[src/rtl/instr_fetch_uni_pkg.sv]
// Shared definitions for the instruction-fetch front end and the
// single-cycle control/datapath behind it.
//   - RV32I opcode / funct3 field constants used by the decoder
//   - PC-origin codes driven by the datapath to select the next PC
//   - fetch sequencer state encoding
//   - canonical NOP (addi x0, x0, 0) shown before the first fetch
package instr_fetch_uni_pkg;

  // RV32I major opcodes (instr[6:0])
  localparam logic [6:0] OPC_LOAD   = 7'b000_0011;
  localparam logic [6:0] OPC_OP_IMM = 7'b001_0011;
  localparam logic [6:0] OPC_AUIPC  = 7'b001_0111;
  localparam logic [6:0] OPC_STORE  = 7'b010_0011;
  localparam logic [6:0] OPC_OP     = 7'b011_0011;
  localparam logic [6:0] OPC_LUI    = 7'b011_0111;
  localparam logic [6:0] OPC_BRANCH = 7'b110_0011;
  localparam logic [6:0] OPC_JALR   = 7'b110_0111;
  localparam logic [6:0] OPC_JAL    = 7'b110_1111;

  // Branch funct3 (instr[14:12]) for OPC_BRANCH
  localparam logic [2:0] F3_BEQ  = 3'b000;
  localparam logic [2:0] F3_BNE  = 3'b001;
  localparam logic [2:0] F3_BLT  = 3'b100;
  localparam logic [2:0] F3_BGE  = 3'b101;
  localparam logic [2:0] F3_BLTU = 3'b110;
  localparam logic [2:0] F3_BGEU = 3'b111;

  // PC-origin code supplied by the datapath with each retired instruction
  localparam logic [1:0] ORIGPC_SEQ    = 2'b00;
  localparam logic [1:0] ORIGPC_BRANCH = 2'b01;
  localparam logic [1:0] ORIGPC_JAL    = 2'b10;
  localparam logic [1:0] ORIGPC_JALR   = 2'b11;

  // addi x0, x0, 0
  localparam logic [31:0] NOP_INSTR = 32'h0000_0013;

  // Fetch sequencer states
  typedef enum logic [1:0] {
    ST_RST   = 2'b00,
    ST_FETCH = 2'b01,
    ST_ISSUE = 2'b10,
    ST_TRAP  = 2'b11
  } fetch_state_e;

  // Instruction addresses must be word aligned (no compressed ISA)
  function automatic logic is_word_aligned(input logic [31:0] addr);
    return (addr[1:0] == 2'b00);
  endfunction

endpackage

[src/rtl/instr_fetch_uni_if.sv]
// Bus bundle between the fetch unit, the instruction memory and the
// datapath/decoder.
//   master : fetch unit (drives memory request and decoder-side outputs)
//   slave  : environment (instruction memory + datapath)
// Memory side   : oIMemReq, oIMemAddr -> ; <- iIMemAck, iIMemRData
// Decoder side  : oInstr, oPC, oPCPlus4, oInstrValid ->
// Datapath side : <- iAdvance, iOrigPC, iTaken, iTarget
// Status        : oTrap, oTrapPC, oInstrCount ->
interface instr_fetch_uni_if #(
  parameter int XLEN = 32
);
  logic            oIMemReq;
  logic [XLEN-1:0] oIMemAddr;
  logic            iIMemAck;
  logic [XLEN-1:0] iIMemRData;

  logic [XLEN-1:0] oInstr;
  logic [XLEN-1:0] oPC;
  logic [XLEN-1:0] oPCPlus4;
  logic            oInstrValid;

  logic            iAdvance;
  logic [1:0]      iOrigPC;
  logic            iTaken;
  logic [XLEN-1:0] iTarget;

  logic            oTrap;
  logic [XLEN-1:0] oTrapPC;
  logic [XLEN-1:0] oInstrCount;

  modport master (
    output oIMemReq, oIMemAddr,
    input  iIMemAck, iIMemRData,
    output oInstr, oPC, oPCPlus4, oInstrValid,
    input  iAdvance, iOrigPC, iTaken, iTarget,
    output oTrap, oTrapPC, oInstrCount
  );

  modport slave (
    input  oIMemReq, oIMemAddr,
    output iIMemAck, iIMemRData,
    input  oInstr, oPC, oPCPlus4, oInstrValid,
    output iAdvance, iOrigPC, iTaken, iTarget,
    input  oTrap, oTrapPC, oInstrCount
  );
endinterface

[src/rtl/instr_fetch_uni_nextpc.sv]
// Next-PC selection, purely combinational.
//   pc_i         current PC
//   orig_pc_i    PC-origin code (seq / branch / JAL / JALR)
//   taken_i      branch outcome, only meaningful for ORIGPC_BRANCH
//   target_i     datapath-computed target
//   next_pc_o    selected next PC (PC+4 wraps modulo 2^32)
//   misaligned_o next_pc_o is not word aligned
module instr_fetch_uni_nextpc
  import instr_fetch_uni_pkg::*;
(
  input  logic [31:0] pc_i,
  input  logic [1:0]  orig_pc_i,
  input  logic        taken_i,
  input  logic [31:0] target_i,
  output logic [31:0] next_pc_o,
  output logic        misaligned_o
);

  logic [31:0] seq_pc;

  assign seq_pc = pc_i + 32'd4;

  always_comb begin
    next_pc_o = seq_pc;
    unique case (orig_pc_i)
      ORIGPC_SEQ:    next_pc_o = seq_pc;
      ORIGPC_BRANCH: next_pc_o = taken_i ? target_i : seq_pc;
      ORIGPC_JAL:    next_pc_o = target_i;
      // JALR clears bit 0 before the alignment check, so only bit 1 can trap
      ORIGPC_JALR:   next_pc_o = {target_i[31:1], 1'b0};
      default:       next_pc_o = seq_pc;
    endcase
  end

  assign misaligned_o = !is_word_aligned(next_pc_o);

endmodule

[src/rtl/instr_fetch_uni.sv]
// PC register and instruction-fetch sequencer for the single-cycle core.
// Requests one word per instruction from instruction memory, holds the
// fetched word and its PC stable while the datapath executes it, then
// steps the PC from the PC-origin code once the datapath signals
// completion. Retired instructions are counted; a misaligned next PC
// parks the unit in a sticky trap until reset.
//   iCLK  clock (rising edge)
//   iRST  asynchronous active-high reset
//   bus   instr_fetch_uni_if.master: memory request/ack, decoder outputs,
//         datapath completion/target inputs, trap and retire counter
module instr_fetch_uni
  import instr_fetch_uni_pkg::*;
#(
  parameter int              XLEN     = 32,
  parameter logic [XLEN-1:0] RESET_PC = 32'h0040_0000
)(
  input  logic                iCLK,
  input  logic                iRST,
  instr_fetch_uni_if.master   bus
);

  fetch_state_e    state_q;
  logic [XLEN-1:0] pc_q;
  logic [XLEN-1:0] instr_q;
  logic            req_q;
  logic            valid_q;
  logic            trap_q;
  logic [XLEN-1:0] trap_pc_q;
  logic [XLEN-1:0] count_q;

  logic [XLEN-1:0] next_pc_d;
  logic            misaligned_d;

  instr_fetch_uni_nextpc u_nextpc (
    .pc_i         (pc_q),
    .orig_pc_i    (bus.iOrigPC),
    .taken_i      (bus.iTaken),
    .target_i     (bus.iTarget),
    .next_pc_o    (next_pc_d),
    .misaligned_o (misaligned_d)
  );

  // Request/valid are registered alongside the state so every output
  // changes only on a clock edge (or asynchronously on reset).
  always_ff @(posedge iCLK or posedge iRST) begin
    if (iRST) begin
      state_q   <= ST_RST;
      pc_q      <= RESET_PC;
      instr_q   <= NOP_INSTR;
      req_q     <= 1'b0;
      valid_q   <= 1'b0;
      trap_q    <= 1'b0;
      trap_pc_q <= '0;
      count_q   <= '0;
    end else begin
      unique case (state_q)
        ST_RST: begin
          state_q <= ST_FETCH;
          req_q   <= 1'b1;
        end

        ST_FETCH: begin
          if (bus.iIMemAck) begin
            instr_q <= bus.iIMemRData;
            req_q   <= 1'b0;
            valid_q <= 1'b1;
            state_q <= ST_ISSUE;
          end
        end

        ST_ISSUE: begin
          if (bus.iAdvance) begin
            // The trapping instruction still retires; PC keeps its value.
            count_q <= count_q + 1'b1;
            valid_q <= 1'b0;
            if (misaligned_d) begin
              trap_q    <= 1'b1;
              trap_pc_q <= next_pc_d;
              state_q   <= ST_TRAP;
            end else begin
              pc_q    <= next_pc_d;
              req_q   <= 1'b1;
              state_q <= ST_FETCH;
            end
          end
        end

        ST_TRAP: begin
          state_q <= ST_TRAP;
        end

        default: begin
          state_q <= ST_RST;
        end
      endcase
    end
  end

  assign bus.oIMemReq    = req_q;
  assign bus.oIMemAddr   = pc_q;
  assign bus.oInstr      = instr_q;
  assign bus.oPC         = pc_q;
  assign bus.oPCPlus4    = pc_q + 32'd4;
  assign bus.oInstrValid = valid_q;
  assign bus.oTrap       = trap_q;
  assign bus.oTrapPC     = trap_pc_q;
  assign bus.oInstrCount = count_q;

endmodule

[src/flat_wrapper.sv]
// flat-port wrapper written by rule: the top's interface ports become plain ports
module instr_fetch_uni_flat import instr_fetch_uni_pkg::*;
#(
  parameter int              XLEN     = 32,
  parameter logic [XLEN-1:0] RESET_PC = 32'h0040_0000
)
  (iCLK, iRST, bus_oIMemReq, bus_oIMemAddr, bus_iIMemAck, bus_iIMemRData, bus_oInstr, bus_oPC, bus_oPCPlus4, bus_oInstrValid, bus_iAdvance, bus_iOrigPC, bus_iTaken, bus_iTarget, bus_oTrap, bus_oTrapPC, bus_oInstrCount);
  instr_fetch_uni_if #(.XLEN(XLEN)) bus_i ();
  input  logic iCLK;
  input  logic iRST;
  output wire logic [$bits(bus_i.oIMemReq)-1:0] bus_oIMemReq;
  output wire logic [$bits(bus_i.oIMemAddr)-1:0] bus_oIMemAddr;
  input wire logic [$bits(bus_i.iIMemAck)-1:0] bus_iIMemAck;
  input wire logic [$bits(bus_i.iIMemRData)-1:0] bus_iIMemRData;
  output wire logic [$bits(bus_i.oInstr)-1:0] bus_oInstr;
  output wire logic [$bits(bus_i.oPC)-1:0] bus_oPC;
  output wire logic [$bits(bus_i.oPCPlus4)-1:0] bus_oPCPlus4;
  output wire logic [$bits(bus_i.oInstrValid)-1:0] bus_oInstrValid;
  input wire logic [$bits(bus_i.iAdvance)-1:0] bus_iAdvance;
  input wire logic [$bits(bus_i.iOrigPC)-1:0] bus_iOrigPC;
  input wire logic [$bits(bus_i.iTaken)-1:0] bus_iTaken;
  input wire logic [$bits(bus_i.iTarget)-1:0] bus_iTarget;
  output wire logic [$bits(bus_i.oTrap)-1:0] bus_oTrap;
  output wire logic [$bits(bus_i.oTrapPC)-1:0] bus_oTrapPC;
  output wire logic [$bits(bus_i.oInstrCount)-1:0] bus_oInstrCount;
  assign bus_oIMemReq = bus_i.oIMemReq;
  assign bus_oIMemAddr = bus_i.oIMemAddr;
  assign bus_i.iIMemAck = bus_iIMemAck;
  assign bus_i.iIMemRData = bus_iIMemRData;
  assign bus_oInstr = bus_i.oInstr;
  assign bus_oPC = bus_i.oPC;
  assign bus_oPCPlus4 = bus_i.oPCPlus4;
  assign bus_oInstrValid = bus_i.oInstrValid;
  assign bus_i.iAdvance = bus_iAdvance;
  assign bus_i.iOrigPC = bus_iOrigPC;
  assign bus_i.iTaken = bus_iTaken;
  assign bus_i.iTarget = bus_iTarget;
  assign bus_oTrap = bus_i.oTrap;
  assign bus_oTrapPC = bus_i.oTrapPC;
  assign bus_oInstrCount = bus_i.oInstrCount;
  instr_fetch_uni #(.XLEN(XLEN), .RESET_PC(RESET_PC)) u_core (.iCLK(iCLK), .iRST(iRST), .bus(bus_i));
endmodule
[config.mk]
export PLATFORM = sky130hd
export DESIGN_NAME = instr_fetch_uni_flat
export DESIGN_NICKNAME = d
export VERILOG_FILES = /design/src/rtl/instr_fetch_uni_pkg.sv /design/src/rtl/instr_fetch_uni_if.sv /design/src/rtl/instr_fetch_uni_nextpc.sv /design/src/rtl/instr_fetch_uni.sv /design/src/flat_wrapper.sv
export SDC_FILE = /design/constraint.sdc
export NUM_CORES = 1
export LEC_CHECK = 0
export BUFFER_PORTS_ARGS = -buffer_cell sky130_fd_sc_hd__buf_2
export CAP_MARGIN = 20
export CORE_UTILIZATION = 50
export DETAILED_ROUTE_END_ITERATION = 8
export HOLD_SLACK_MARGIN = 0.08
export PLACE_DENSITY_LB_ADDON = 0.2
export SLEW_MARGIN = 40
export SYNTH_ARGS = -nofsm -noshare
export SYNTH_HDL_FRONTEND = slang
export SYNTH_SLANG_ARGS = --single-unit
[constraint.sdc]
create_clock -name iCLK -period 5.4 [get_ports iCLK]
set_input_delay 1.08 -clock iCLK [delete_from_list [all_inputs] [get_ports iCLK]]
set_output_delay 1.08 -clock iCLK [all_outputs]
set_load 0.005 [all_outputs]
# ---- Yosys cells after proc, flatten, opt, wreduce, memory -nomap -nowiden
# Index checks and enable logic that the tools add are counted.
dict set report word_totals {
  reg_bits 133
  mem_count 0
  ramBits 0
  mem_bits_ro 0
  latch_bits 0
}
dict set report op_classes {
  shift 0
  n_reduce_logical 12
  mul 0
  eq_ne 9
  add_sub_neg 2
  mux 13
  n_bitwise 1
  n_div 0
  n_lt_le_gt_ge 0
}
# op n
set op_table {}
lappend op_table {{$pmux 32 s4} 1}
lappend op_table {{$add 32x1->32 const B} 1}
lappend op_table {{$add 32x3->32 const B} 1}
lappend op_table {{$mux 32} 1}
lappend op_table {{$reduce_and 3->1} 3}
lappend op_table {{$eq 2x2->1 const B} 4}
lappend op_table {{$pmux 2 s4} 1}
lappend op_table {{$logic_not 2->1} 3}
lappend op_table {{$mux 2} 3}
lappend op_table {{$ne 2x2->1 const B} 3}
lappend op_table {{$reduce_and 2->1} 3}
lappend op_table {{$mux 1} 5}
lappend op_table {{$eq 2x1->1 const B} 2}
lappend op_table {{$reduce_and 4->1} 1}
lappend op_table {{$pmux 1 s3} 1}
lappend op_table {{$reduce_bool 3->1} 1}
lappend op_table {{$pmux 1 s2} 1}
lappend op_table {{$reduce_bool 2->1} 1}
lappend op_table {{$not 1->1} 1}

# ---- Depth between registers and ports, before layout
# Gate-level depths: netlist of the first run.
dict set report depth {
  ltp_word 7
  mapped_depth 8
}

# ---- By module
# Synthesis of the first run repeated with hierarchy kept, for this count alone.
dict set report hier_totals {
  hier_cells 629
  hier_area_um2 7004.2
}
# module area_each_um2 cells_each instances seq_area_each_um2
set by_module_without_submodules {}
lappend by_module_without_submodules {instr_fetch_uni 6012.0 460 1 3333.2}
lappend by_module_without_submodules {instr_fetch_uni_nextpc 992.2 169 1 0.0}

# ---- Worst setup path after synthesis of the first run
# OpenSTA, ideal clock, no wires.
dict set report synth_path {
  kind {flip-flop to output port}
  start {register u_core.pc_q[12] (netlist: u_core.bus.oIMemAddr[12])}
  end {output bus_oPCPlus4[26]}
  t_arrival_ns 1.844
  stages_incl_launch_ff 8
  required_ns 4.320
  setup_slack_ns 2.476
  n_path_buf 2
  path_cell_list {dfrtp_1 buf_2 nand4_2 or2_1 buf_6 or4_4 xor2_1 inv_1}
}
dict set report synth_between {
  elab_chain_cells 1
}
# item line_no
set synth_lines {}
lappend synth_lines {{start: declaration} instr_fetch_uni.sv:23} ;# logic [XLEN-1:0] pc_q;
lappend synth_lines {{start signal: assignment} instr_fetch_uni.sv:81} ;# pc_q <= next_pc_d;
lappend synth_lines {{$add 32x3->32} instr_fetch_uni.sv:103} ;# assign bus.oPCPlus4 = pc_q + 32'd4;
lappend synth_lines {{end: declaration} flat_wrapper.sv:17} ;# output wire logic [$bits(bus_i.oPCPlus4)-1:0] bus_oPCPlus4;
# No other way between the ends.

# ---- Final worst setup path of the first run
dict set report layout_path {
  start {register u_core.pc_q[2] (netlist: u_core.bus.oIMemAddr[2])}
  end {output bus_oPCPlus4[26]}
}
# Same word-level chain as after synthesis.

==> results of run 1 <==
## registers in the layout, indices dropped and copies added (netlist names)
| signal | count |
|---|---|
| u_core.bus.oInstrValid | 1 |
| u_core.bus.oInstrCount | 32 |
| u_core.bus.oTrapPC | 32 |
| u_core.bus.oIMemAddr | 32 |
| u_core.bus.oTrap | 1 |
| u_core.bus.oInstr | 32 |
| u_core.state_q | 2 |
| u_core.bus.oIMemReq | 1 |
## cell families after synthesis
family                     synth area share
and+or+nand+nor                       0.180
DFF                                   0.482
AOI/OAI and AO/OA                     0.108
buffers and inverters                0.0766
xor gates and xnor gates             0.0748
muxes                                0.0742
adders and majority gates           0.00362
## final cells by class
type / count / area, um2
Tap cell: 176 / 220
Fill cell: 1112 / 4630
Inverter: 24 / 97.6
Sequential cell: 133 / 3330
Timing Repair Buffer: 273 / 1390
Multi-Input combinational cell: 453 / 3080
Clock inverter: 10 / 130
Clock buffer: 22 / 464
## placed cells by master, fill, tap and decap left out, drive strengths merged, types with 4 or more instances in the layout
cell	n
a21oi	16
a22o	5
a2bb2oi	9
a31oi	6
and2	5
and3	8
and4	5
buf	273
clkbuf	22
clkinv	5
dfrtp	129
dfstp	4
inv	24
mux2	39
mux2i	7
nand2	78
nand3	35
nand4	13
nor2	48
nor3	12
nor3b	4
nor4	14
o21ai	21
o221ai	13
o22a	5
o22ai	8
o31ai	8
or2	6
xnor2	38
xor2	21
## per-layer routing
metal,routed length (um),up-vias,global-route usage
met5,0,-,0
met4,279,0,0.104
met3,1020,24,0.0437
met2,9390,213,0.443
met1,8080,2970,0.350
li1,-,2806,-
## worst paths after layout
path / slack (ns) / depth (start not counted) / start / end
worst max-delay path: 1.70 / 7 / u_core.bus.oIMemAddr[2]$_DFFE_PP0P_ / bus_oPCPlus4[26]
worst min-delay path: 0.47 / 2 / u_core.bus.oInstrValid$_DFFE_PP0P_ / u_core.bus.oInstrValid$_DFFE_PP0P_
worst max register to register: 2.99 / 5 / u_core.state_q[0]$_DFFE_PP0P_ / u_core.bus.oInstrCount[27]$_DFFE_PP0P_
worst min register to register: 0.47 / 2 / u_core.bus.oInstrValid$_DFFE_PP0P_ / u_core.bus.oInstrValid$_DFFE_PP0P_
max in group asynchronous: 3.59 / 3 / iRST / u_core.bus.oIMemAddr[22]$_DFFE_PP1P_
min in group asynchronous: 0.77 / 2 / iRST / u_core.bus.oInstr[21]$_DFFE_PP0P_
## worst max-delay path, stage by stage (launching register included)
cell     delay [ns]
dfrtp_1        0.52
ha_1           0.30
and3_1         0.24
nand2_1        0.13
or4_4          0.58
xor2_1         0.24
inv_1          0.06
buf_2          0.12
## power by group
group | internal (W) | total, W | leakage (nW) | switching [W]
logic | 0.000579 | 0.00109 | 2.47 | 0.000508
registers | 0.00130 | 0.00160 | 1.72 | 0.000302
clock network | 0.000746 | 0.00117 | 0.290 | 0.000423
total | 0.00262 | 0.00386 | 4.48 | 0.00123
## stage by stage
stage          instance area (um2)  cells
2_1_floorplan                 6910    685
3_3_place_gp                  8100   1058
3_5_place_dp                  8100   1058
4_1_cts                       8700   1090
5_1_grt                       8720   1091
6_report                      8720   1091
==> results summary, run 1 <==
Entering global routing, the biggest net connects 99 pins. The placer congestion estimate came out at between 0.8 and 0.9. The type of element launching the critical path is a flop. The synthesized netlist occupies a cell area of 6910 um2.

The ratio of final minimum period to clock period came out at 0.685. Input and output buffers added on the ports amount to 265. The largest buffer count on any clock path came out at 2. The starting density of the core is 0.518. The count of H-tree levels built during CTS came out at 4. Setup violations remaining at the end of the flow were counted as 0.

The synthesis-to-layout area growth came out at 26.2%. The total number of yosys warnings came out at 0. The area of the placeable core came out at 13300 um2. The first-pass GRT wire length came out at 29800 um.

For this run, the total global-route usage over all layers was measured as 0.267. Among all cell types in the netlist, the one instantiated most often is dfrtp_1. The total power consumption of the routed design is 0.00386 W. The worst setup path is captured at an output port. The transition time at the pin with the least slew margin came out at 0.724 ns. After synthesis, the cell types taking the most area are dfrtp_1, mux2_2, xnor2_1, nand2_1, buf_4.

The synthesized area divided by synthesized cell count is 10.1 um2. The fraction of layout instances using a drive strength above 1 is 0.402. The clock tree skew after final layout came out at a little over 0.009 ns. The net count after synthesis came out at around 760. The setup slack of the critical path after layout came out at 1.70 ns. The number of enable flip-flop cells after synthesis came out at 0. For this design the ratio of total power to cell area is 442 nW/um2. The count of state elements after synthesis came out at 133. For the final routed database, the setup TNS stands at 0 ns. Setup repair after global routing left no endpoint under its margin. The number of nets in the layout came out at around 1000. The share of synthesized area occupied by flip-flops and latches came out at 0.482. The worst slew margin relative to its limit is 0.513. The cell count after synthesis came out at 685.

After legalization and detailed placement, the total HPWL measured 13300 um. The pre-antenna-repair detailed-routing pass consisted of 5 iterations. The timing-limited maximum frequency is 0.270 GHz.

The via count of the first global-routing pass came out at approximately 5700. The time the worst path needs with I/O delays and setup came out at around 3.7 ns. The number of antenna violations at the first check in global routing is 0. The register clock-pin slew on the reported worst setup and hold paths came out at 0.06 ns. The count of clock tree sinks is 133. TritonCTS built the clock tree.

The post-detailed-route DRC marker count came out at 0. In this run the clock root is driven by a clkbuf_16. Across all layers, the routed design uses 6013 vias. Sorting the synthesized cells by how often they occur yields dfrtp_1, nand2_1, nor2_1, mux2_2, xnor2_1.

The overall die area is 14300 um2. The antenna violation net count after detailed routing came out at 0. The final max-slew violation count came to 0.

The buffer count from post-CTS setup fixing came out at 0. The count of distinct cell types in the synthesized netlist is 60. In this run, post-CTS repair resized a total of 0 instances.

The detailed router's first-iteration violation count came out at around 390. The row count is 42. At the worst endpoint, the arrival time is about 2.6 ns. The tightest min-delay check is of the reg -> reg type. The floorplan die height is 120 um. The prevailing post-synth register cell is dfrtp_1. The peak supply drop came out at 0.239 mV. The classification of the worst setup path is reg -> out.

The remaining global-route overflow is 0. During I/O placement, the number of pins put on the boundary was around 270. The data required time of the worst path is 4.32 ns. The static leakage came out at 4.48 nW.

The number of buffers inserted during clock tree synthesis is 17. Of the post-synthesis cell area, the dominant cell type holds 0.467. The clock reaches the later pin of the worst-skew pair after 0.42 ns. Summed over all instances, the cell type with the most area after synthesis is dfrtp_1.

In the final routed layout, each cell accounts on average for 17.2 um. The x dimension of the die came out at 120 um. In the synthesized netlist the async set-or-reset flop fraction comes to 1.00. The number of hold violations in the final report is 0. The via count normalized by instance count came out at about 5.5. The final antenna diode count is 0.

Summed over all layers, the routed wires come to 18800 um. The peak fanout along the critical path is 9. The hold buffer count at cts came out at 0. The flow ran to the end, and the final reports show no timing, DRC or antenna violations.

The tightest hold path in the finished design has a slack of ~0.47 ns. The utilization after layout came out at 0.653. The worst setup slack after placement is 2.06 ns. The max-cap violation count came out at 0.
(Power assumes the default switching activity.)
==> run 2: changes to the inputs <==
--- a/config.mk
+++ b/config.mk
@@ -7,7 +7,7 @@
 export LEC_CHECK = 0
 export BUFFER_PORTS_ARGS = -buffer_cell sky130_fd_sc_hd__buf_2
 export CAP_MARGIN = 20
-export CORE_UTILIZATION = 50
+export CORE_UTILIZATION = 45
 export DETAILED_ROUTE_END_ITERATION = 8
 export HOLD_SLACK_MARGIN = 0.08
 export PLACE_DENSITY_LB_ADDON = 0.2
==> constraint.sdc (replaced) <==
create_clock -name iCLK -period 3.4 [get_ports iCLK]
set_input_delay 0.68 -clock iCLK [delete_from_list [all_inputs] [get_ports iCLK]]
set_output_delay 0.68 -clock iCLK [all_outputs]
set_load 0.005 [all_outputs]
==> run 2 against run 1 <==
Effect of this change: final area rose by 1.5%; worst setup slack got worse by 1.5 ns; register-to-register slack got worse by 1.9 ns; critical endpoint unchanged; largest cell class unchanged.
==> results summary, run 2 (synthesis gave the netlist of run 1 again) <==
The flow ran to the end, and the final reports show no timing, DRC or antenna violations. The remaining global-route overflow came out at 0. Pin placement for this block handled about 270 I/O pins. The antenna violation net count after detailed routing came out at 0. Setup repair after global routing left no endpoint under its margin. Across the whole layout, storage elements account for 3330 um2. The clock tree skew after final layout came out at 0.00719 ns.

The critical-path cell with the highest stage delay is or4_4. The setup violation total in the final timing report came out at 0. The via count normalized by instance count came out at 5.35. Dividing the final minimum period by the clock period gives 0.950. Once placement finished, the instance area stood at between 8000 and 9000 um2. The type of element launching the critical path is a flop. The static leakage is 4.55 nW. The floorplan die height came out at 126 um. STA puts the critical path data required time at ~2.7 ns. Port buffering added 265 buffers. The category of cells accounting for the largest share of critical-path delay is simple AND/OR/NAND/NOR gates. Of the cells placed in the final design, the portion with a size suffix greater than 1 is 0.410. The transition time at the pin with the least slew margin came out at 0.620 ns. The buffer count from post-CTS setup fixing is 0.

The clock tree root buffer cell is clkbuf_16. The total buffers and inverters traversed by the critical path is 2. The core region is 14800 um2. For the worst setup path, the data arrival time is about 2.6 ns.

The count of vias placed by the detailed router is 5919. The detailed router's first-iteration violation count is 330. Measured along the x axis, the die boundary spans between 100 and 150 um. The type of the tightest min-delay check is in -> async. The floorplan step defined a die boundary enclosing approximately 16000 um2. The cell depth of the worst flop-to-flop path came out at 5. The congestion estimate from routability-driven global placement came to 0.834. The count of H-tree levels built during CTS is 4. The iteration count of the initial detailed-routing pass came out at 5.

The TritonCTS clock tree is yes. The total routing usage reported by global routing is 0.243. The via count of the first global-routing pass came to 5765.

The starting density of the core is 0.468. The delay of the slowest cell on the worst path came out at 0.59 ns. The final antenna diode count is 0. After legalization and detailed placement, the total HPWL measured 13400 um. The count of clock tree sinks came out at 133. The max-cap violation count came out at 0. Counting the fill cells in the layout gives 1298. The worst setup path is captured at an output port. Traced cell by cell, the critical path runs through nand4_2 > or2_1 > or4_4 > xor2_1 > inv_1 > buf_2. The count of cell instances traversed by the critical path came out at 6.

The worst setup path is of the reg -> out kind. The time the worst path needs with I/O delays and setup is 3.23 ns. The multi-input combinational cells in the finished layout cover a total of 3080 um2.

The final max-slew violation count is 0. The number of buffers inserted during clock tree synthesis is 17. The area growth from synthesis to layout is 28.2%.

The clock latency on the worst-skew pair came out at 0.42 ns. The final layout contains 983 nets. The largest buffer count on any clock path is 2. In this run, post-CTS hold repair placed 0 buffers. The timing-limited maximum frequency is 0.309 GHz. The number of antenna violations at the first check in global routing is 0. The total length of routed wires is 18700 um. The first global-routing pass estimated 30300 um of wire.

The peak supply drop is 0.397 mV. The library cell used most frequently in the layout, excluding fill and tap cells, is buf_2. Clock-pin slew was measured on the worst setup and hold paths at roughly 0.060 ns. The worst slew margin relative to its limit came out at 0.583. After detailed routing, the number of remaining DRC violations is 0.

The floorplan has 44 rows. The number of hold violations in the final report is 0. Along the worst path, the maximum fanout reaches 9. The maximum number of pins on one net before global-route repair is 76. Leaving out fill and tap cells, the most frequent cells in the layout are buf_2, dfrtp_1, nand2_1, nor2_1.

The power density over the cells came out at 707 nW/um2. The average routed wire per standard cell came out at about 17 um. The final-layout setup total negative slack came out at 0 ns. The finished cells cover 8850 um2.
## run 2: path summary, 6_finish.rpt
check / from / to / slack [ns]
max in group asynchronous: iRST / u_core.bus.oTrapPC[7]$_DFFE_PP0P_ / 2.55
min reg2reg: u_core.bus.oTrap$_DFFE_PP0P_ / u_core.bus.oTrap$_DFFE_PP0P_ / 0.47
min in group iCLK: u_core.bus.oTrap$_DFFE_PP0P_ / u_core.bus.oTrap$_DFFE_PP0P_ / 0.47
min: iRST / u_core.bus.oInstrCount[5]$_DFFE_PP0P_ / 0.38
max reg2reg: u_core.state_q[0]$_DFFE_PP0P_ / u_core.bus.oIMemAddr[8]$_DFFE_PP0P_ / 1.10
max: u_core.bus.oIMemAddr[13]$_DFFE_PP0P_ / bus_oPCPlus4[26] / 0.17
## run 2: final cells by class
type | instances | area share
Sequential cell | 133 | 0.376
Multi-Input combinational cell | 453 | 0.347
Timing Repair Buffer | 281 | 0.167
Clock buffer | 24 | 0.0567
Tap cell | 184 | 0.0260
Clock inverter | 8 | 0.0162
Inverter | 24 | 0.0106
## run 2: power breakdown
| part | total, W | internal (W) | switching [W] |
|---|---|---|---|
| clock | 0.00201 | 0.00132 | 0.000685 |
| combinational | 0.00174 | 0.000933 | 0.000809 |
| sequential | 0.00251 | 0.00206 | 0.000452 |
| total | 0.00626 | 0.00432 | 0.00195 |
## run 2: timing repair
item / CTS / global route
setup endpoints to repair: 0 / 1
endpoints found under the hold margin: 0 / 0
resized for setup: 0 / 1
## run 2: metal layers
layer,up-vias,wire (um),global-route usage
met2,224,8960,0.399
met3,23,1220,0.0552
li1,2818,-,-
met5,-,0,0
met1,2854,8220,0.317
met4,0,262,0.0808
## run 2: tightest hold or removal path: cells and delay by family
kind | cells | cell delay (ns)
buffers and inverters | 3 | 0.54
## run 2: through the flow
| stage | hold slack, ns | total power [W] | setup slack (ns) | utilization | std cells |
|---|---|---|---|---|---|
| after floorplan | 0.459 | 0.00345 | 0.876 | - | 685 |
| after global placement | 0.446 | 0.00426 | 0.631 | 0.556 | 1075 |
| after detailed placement | 0.451 | 0.00429 | 0.586 | 0.556 | 1075 |
| after CTS | 0.401 | 0.00632 | 0.146 | 0.600 | 1107 |
| after global routing | 0.423 | 0.00663 | 0.00243 | 0.600 | 1107 |
| final | 0.384 | 0.00626 | 0.168 | 0.600 | 1107 |
